<file path="config.mk">
export PLATFORM = sky130hd
export DESIGN_NAME = ide_ctrl
export DESIGN_NICKNAME = d
export VERILOG_FILES = /design/src/rtl/ide_ctrl_pkg.sv /design/src/rtl/ide_sync.sv /design/src/rtl/ide_ctrl.sv
export SDC_FILE = /design/constraint.sdc
export NUM_CORES = 1
export LEC_CHECK = 0
export ABC_AREA = 1
export BUFFER_PORTS_ARGS = -buffer_cell sky130_fd_sc_hd__clkbuf_2
export CAP_MARGIN = 10
export CORE_MARGIN = 2
export CORE_UTILIZATION = 28
export DETAILED_ROUTE_END_ITERATION = 10
export PLACE_DENSITY = 0.52
export SETUP_SLACK_MARGIN = 0.4
export SLEW_MARGIN = 40
export SYNTH_ARGS = -nofsm -noshare
export SYNTH_HDL_FRONTEND = slang
export SYNTH_SLANG_ARGS = --single-unit
</file>
<file path="constraint.sdc">
create_clock -name C7M -period 1.5 [get_ports C7M]
set_clock_uncertainty 0.05 [all_clocks]
set_input_delay 0.225 -clock C7M [delete_from_list [all_inputs] [get_ports C7M]]
set_output_delay 0.225 -clock C7M [all_outputs]
set_load 0.01 [all_outputs]
</file>
<file path="src/rtl/ide_ctrl_pkg.sv">
// ============================================================================
// Module : ide_ctrl_pkg
// Brief  : Shared state encoding, region constants and address decode helper.
// Rev    : 1.0  initial release
// ============================================================================
`default_nettype none

package ide_ctrl_pkg;

    typedef enum logic [2:0] {
        S_IDLE    = 3'd0,
        S_SETUP   = 3'd1,
        S_STROBE  = 3'd2,
        S_ACK     = 3'd3,
        S_RECOVER = 3'd4
    } state_t;

    localparam logic [1:0] REGION_ROM = 2'd0;
    localparam logic [1:0] REGION_CS0 = 2'd1;
    localparam logic [1:0] REGION_CS1 = 2'd2;

    function automatic logic [1:0] region_of(input logic a15, input logic a12);
        if (!a15)
            return REGION_ROM;
        return a12 ? REGION_CS1 : REGION_CS0;
    endfunction

endpackage

`default_nettype wire

</file>
<file path="src/rtl/ide_sync.sv">
// ============================================================================
// Module : ide_sync
// Brief  : Two-flop synchroniser that resets to logic 1 (idle strobe level).
// Rev    : 1.0  initial release
// ============================================================================
`default_nettype none

module ide_sync (
    input  logic clk,
    input  logic rst_n,
    input  logic d,
    output logic q
);

    logic meta;

    always_ff @(posedge clk or negedge rst_n) begin
        if (!rst_n) begin
            meta <= 1'b1;
            q    <= 1'b1;
        end else begin
            meta <= d;
            q    <= meta;
        end
    end

endmodule

`default_nettype wire

</file>
<file path="src/rtl/ide_ctrl.sv">
// ============================================================================
// Module : ide_ctrl
// Brief  : Zorro-II IDE task-file / boot-ROM bus cycle controller on C7M.
//          Define IDE_BOOTROM_EN to decode the boot ROM region (A15 = 0).
// Rev    : 1.0  initial release
// ============================================================================
`default_nettype none

module ide_ctrl
    import ide_ctrl_pkg::*;
#(
    parameter int SETUP_CYCLES  = 1,
    parameter int STROBE_CYCLES = 2,
    parameter int IORDY_MAX     = 15
) (
    input  logic         C7M,
    input  logic         RESET_n,
    input  logic [23:12] A,
    input  logic         AS_CPU_n,
    input  logic         DS_n,
    input  logic         RW_n,
    input  logic [7:0]   BASE_IDE,
    input  logic         IDE_CONFIGURED_n,
    input  logic         IDE_IORDY,
    output logic         IDE_CS0_n,
    output logic         IDE_CS1_n,
    output logic         IDE_DIOR_n,
    output logic         IDE_DIOW_n,
    output logic         ROM_OE_n,
    output logic         IDE_DTACK_n,
    output logic         IDE_ACCESS
);

    localparam int CW = 8;

    logic          as_s;
    logic          ds_s;
    state_t        state;
    logic [1:0]    region;
    logic          rd;
    logic [CW-1:0] cnt;
    logic [CW-1:0] wait_cnt;
    logic          addr_hit;
    logic          hit;
    logic [1:0]    dec_region;
    logic          unused_a;

    ide_sync u_as_sync (.clk(C7M), .rst_n(RESET_n), .d(AS_CPU_n), .q(as_s));
    ide_sync u_ds_sync (.clk(C7M), .rst_n(RESET_n), .d(DS_n),     .q(ds_s));

    assign unused_a   = ^A[14:13];
    assign dec_region = region_of(A[15], A[12]);
    assign addr_hit   = !IDE_CONFIGURED_n && (A[23:16] == BASE_IDE);
`ifdef IDE_BOOTROM_EN
    assign hit = addr_hit;
`else
    assign hit = addr_hit && A[15];
`endif

    always_ff @(posedge C7M or negedge RESET_n) begin
        if (!RESET_n) begin
            state       <= S_IDLE;
            region      <= REGION_CS0;
            rd          <= 1'b1;
            cnt         <= '0;
            wait_cnt    <= '0;
            IDE_CS0_n   <= 1'b1;
            IDE_CS1_n   <= 1'b1;
            IDE_DIOR_n  <= 1'b1;
            IDE_DIOW_n  <= 1'b1;
            ROM_OE_n    <= 1'b1;
            IDE_DTACK_n <= 1'b1;
            IDE_ACCESS  <= 1'b0;
        end else begin
            case (state)
                S_IDLE: begin
                    if (!as_s && hit) begin
                        state      <= S_SETUP;
                        region     <= dec_region;
                        rd         <= RW_n;
                        cnt        <= '0;
                        wait_cnt   <= '0;
                        IDE_ACCESS <= 1'b1;
                        IDE_CS0_n  <= (dec_region != REGION_CS0);
                        IDE_CS1_n  <= (dec_region != REGION_CS1);
                    end
                end
                S_SETUP: begin
                    if (as_s) begin
                        state <= S_RECOVER;
                    end else if (cnt < CW'(SETUP_CYCLES - 1)) begin
                        cnt <= cnt + 1'b1;
                    end else if (region == REGION_ROM) begin
                        state       <= S_ACK;
                        IDE_DTACK_n <= 1'b0;
`ifdef IDE_BOOTROM_EN
                        ROM_OE_n    <= !rd;
`endif
                    end else if (!ds_s) begin
                        // Data strobe gates the IDE strobe so write data is valid.
                        state      <= S_STROBE;
                        cnt        <= '0;
                        IDE_DIOR_n <= !rd;
                        IDE_DIOW_n <= rd;
                    end
                end
                S_STROBE: begin
                    if (as_s) begin
                        state <= S_RECOVER;
                    end else if (!IDE_IORDY && (wait_cnt < CW'(IORDY_MAX))) begin
                        wait_cnt <= wait_cnt + 1'b1;
                    end else if (cnt >= CW'(STROBE_CYCLES - 1)) begin
                        state       <= S_ACK;
                        IDE_DTACK_n <= 1'b0;
                        IDE_DIOW_n  <= 1'b1;
                    end else begin
                        cnt <= cnt + 1'b1;
                    end
                end
                S_ACK: begin
                    if (as_s)
                        state <= S_RECOVER;
                end
                default: begin
                    state <= S_IDLE;
                end
            endcase

            // Aborts and normal completion share one release path.
            if ((state != S_IDLE) && (state != S_RECOVER) && as_s) begin
                IDE_CS0_n   <= 1'b1;
                IDE_CS1_n   <= 1'b1;
                IDE_DIOR_n  <= 1'b1;
                IDE_DIOW_n  <= 1'b1;
                ROM_OE_n    <= 1'b1;
                IDE_DTACK_n <= 1'b1;
                IDE_ACCESS  <= 1'b0;
            end
        end
    end

endmodule

`default_nettype wire

</file>
==> impl_results.md <==
* Routed via count at 1587
* I/O Buffers at 30
* Status: complete, but fails checks
* XOR/XNOR share of the synthesized area at 0.0392
* Slew Limit Fails at 0
* CTS tree: done
* Residual DRC at 0
* Vias in the first global route at 1644
* Root Driver: clkbuf_8
* Nets at 322
* Mux contribution to synthesized area at 0
* Full die area at 0.00705 sq mm
* First-pass GRT wire length at 7170 microns
* Ratio of cells with drive above 1 in the final layout at 0.531
* Longest Clk Path Bufs at 2
* Final Hold Fails at 0
* Post-synthesis sequential area ratio at 0.455
* Vias per cell at 4.30
* Synthesized Nets at 250
* Post-synthesis simple-gate area fraction at 0.322
* WL met3 at 137 microns
* H-tree depth at 2
* CP Data Required Time at 1.63 ns
* Crit path kind: reg2reg
* WL met1 at 1870 microns
* Slowest cell on crit path: dfrtp_1
* Synth Instances at 219
* Worst path cell trace: inv_1, ha_2, nand2_2, nor2_4, nand2_1, nand2_2, nand3_4, nor2_8, nand2_4, nand2_2, nand2_2
* DR WL/cell at 10.9 microns
* Top area cells in the synthesized netlist: dfrtp_1 29%, dfstp_2 16%, nand2_1 13%
* Row count at 29
* Synth Area in Adders at 0.0280
* Global route total overflow at 0
* Metal2 WL at 1950 microns
* Worst Slack Setup Final at -0.0952 ns
* Die Wd at 83.9 microns
* Leak Pwr at 1.38 nW
* Die height at 83.9 microns
* Yosys top cell by area: dfrtp_1
* Clock tree sinks at 32
* Syn. warnings at 0
* Commonest non-fill, non-tap cells in the layout: 45 x nand2_1, 25 x inv_1, 24 x clkbuf_2, 24 x buf_4, 19 x dfrtp_1
* Area grow syn2layout at 54.0%
* Mapped Avg Cell Area at 8.17 sq um
* Worst skew pair latency at 0.28 ns
* Worst hold-check path type: in2reg
* RSZ-0062 raised after global routing: yes
* Crit-path max FO at 5
* Worst IR Drop VDD at 0.000618 V
* Post-synth top area share at 0.294
* Crit path buffers/inverters at 1
* Dpl hpwl at 2840 microns
* Largest net degree at the start of global routing at 18
* First-pass DRT Iterations at 4
* Top Layer Used: met4
* Setup slack, reg-to-reg at -0.1 ns
* Final ANT Viol Nets at 0
* CTS Buf Count at 5
* Initial DRC count at 35
* Pwr dens at 1390 mW/mm^2
* Setup Viol. Count Final at 15
* Initial antenna violation count at 0
* Largest delay share family, worst path: simple AND/OR/NAND/NOR gates
* Failing checks: setup timing
* # diodes at 0
* Most Frequent Cell on Critical Path: nand2_2
* Fmax at 627 MHz
* Fin crit share at 1.06
* Final min period at 1.60 ns
* Leading cell type in the layout, fill and taps excluded: nand2_1
* Largest family of logic cells by synthesized area: simple AND/OR/NAND/NOR gates
* Mapped Area at 0.00179 sq mm
* Flops & latches, synth at 32
* Setup TNS at -0.483 ns
* Max Cap Viol at 0
* Total wire length at 4010 microns
* Placer Congestion at 0.777
* Crit end category: flip-flop
* Top-level I/O count at 34
* Worst EP arrival at 1.73 ns
* Worst-path clk slew at 0.06 ns
* Cell variety after synth at 29
* Initial core utilization at 0.285
* Total Routing Usage GR at 0.125
* Total core area at 0.00628 sq mm
* Type of origin of the critical path: flip-flop
* CP peak stage delay at 0.42 ns
* Pre-CTS WS at -0.127 ns
* Compound-cell area share of the yosys netlist at 0.0608
==> power breakdown <==
part,switching (mW),total [mW],internal (mW)
clock,0.306,0.680,0.374
sequential,0.0780,1.05,0.977
combinational,1.05,2.09,1.03
==> sequential cells by signal (all words and copies together) (netlist names), 2 cells and up <==
register  flops
cnt           8
wait_cnt      8
state         3
region        2
==> metrics by stage <==
step	total power [mW]	utilization	std cells	hold slack [ns]	instance area, sq um
after floorplan	1.97	-	219	-0.121	1860
after global placement	2.37	0.361	346	0.139	2270
after detailed placement	2.39	0.361	346	0.141	2270
after CTS	3.62	0.410	365	0.0898	2570
after global routing	4.07	0.439	369	0.0946	2760
final	3.82	0.439	369	0.0904	2760
==> worst register-to-register path, cell delays in order (launching register included) <==
cell and delay (ns):
dfrtp_1 0.42, inv_1 0.07, ha_2 0.16, nand2_2 0.06
nor2_4 0.10, nand2_1 0.07, nand2_2 0.09, nand3_4 0.11
nor2_8 0.18, nand2_4 0.07, nand2_2 0.06, nand2_2 0.04
==> synth_stat cells, drive strengths merged <==
| library cell | n |
|---|---|
| xnor2 | 7 |
| ha | 4 |
| a21oi | 9 |
| o21a | 1 |
| clkinv | 1 |
| nand3 | 20 |
| nor2 | 24 |
| nand4 | 5 |
| dfrtp | 21 |
| conb | 1 |
| a21boi | 3 |
| xor2 | 1 |
| nand2 | 68 |
| inv | 33 |
| buf | 4 |
| o21bai | 1 |
| nand3b | 1 |
| or2 | 1 |
| dfstp | 11 |
| o21ai | 3 |
==> timing repair <==
item	in CTS	in global routing
hold buffers	3	0
setup buffers	5	4
gates cloned	3	0
resized for setup	29	39
hold endpoints to repair	13	0
setup endpoints to repair	33	40
pin swaps	23	10
==> area by class of cell <==
cell class / count / area (sq um)
Multi-Input combinational cell: 150 / 1030
Timing Repair Buffer: 68 / 583
Inverter: 34 / 135
Clock buffer: 8 / 90.1
Fill cell: 625 / 3520
Tap cell: 77 / 96.3
Sequential cell: 32 / 817
==> cells by family after synthesis <==
group,count (synthesis)
xor gates and xnor gates,8
AOI/OAI and AO/OA,17
and+or+nand+nor,119
other,1
buffers and inverters,38
DFF,32
adders and majority gates,4
==> routing by layer <==
layer / track usage / vias up
met5: 0 / -
li1: - / 817
met1: 0.156 / 750
met4: 0.0308 / 0
met2: 0.214 / 15
met3: 0.0326 / 5
==> final timing paths <==
check / startpoint / to / cells after the start
max reg2reg: cnt[0] / cnt[2] / 11
min: RW_n / rd / 2
max: cnt[0] / cnt[2] / 11
min reg2reg: u_ds_sync.meta / u_ds_sync.q / 0
max in group asynchronous: RESET_n / IDE_DIOR_n / 3
min in group asynchronous: RESET_n / cnt[7] / 2
No activity file was read; power rests on OpenSTA's default activity.
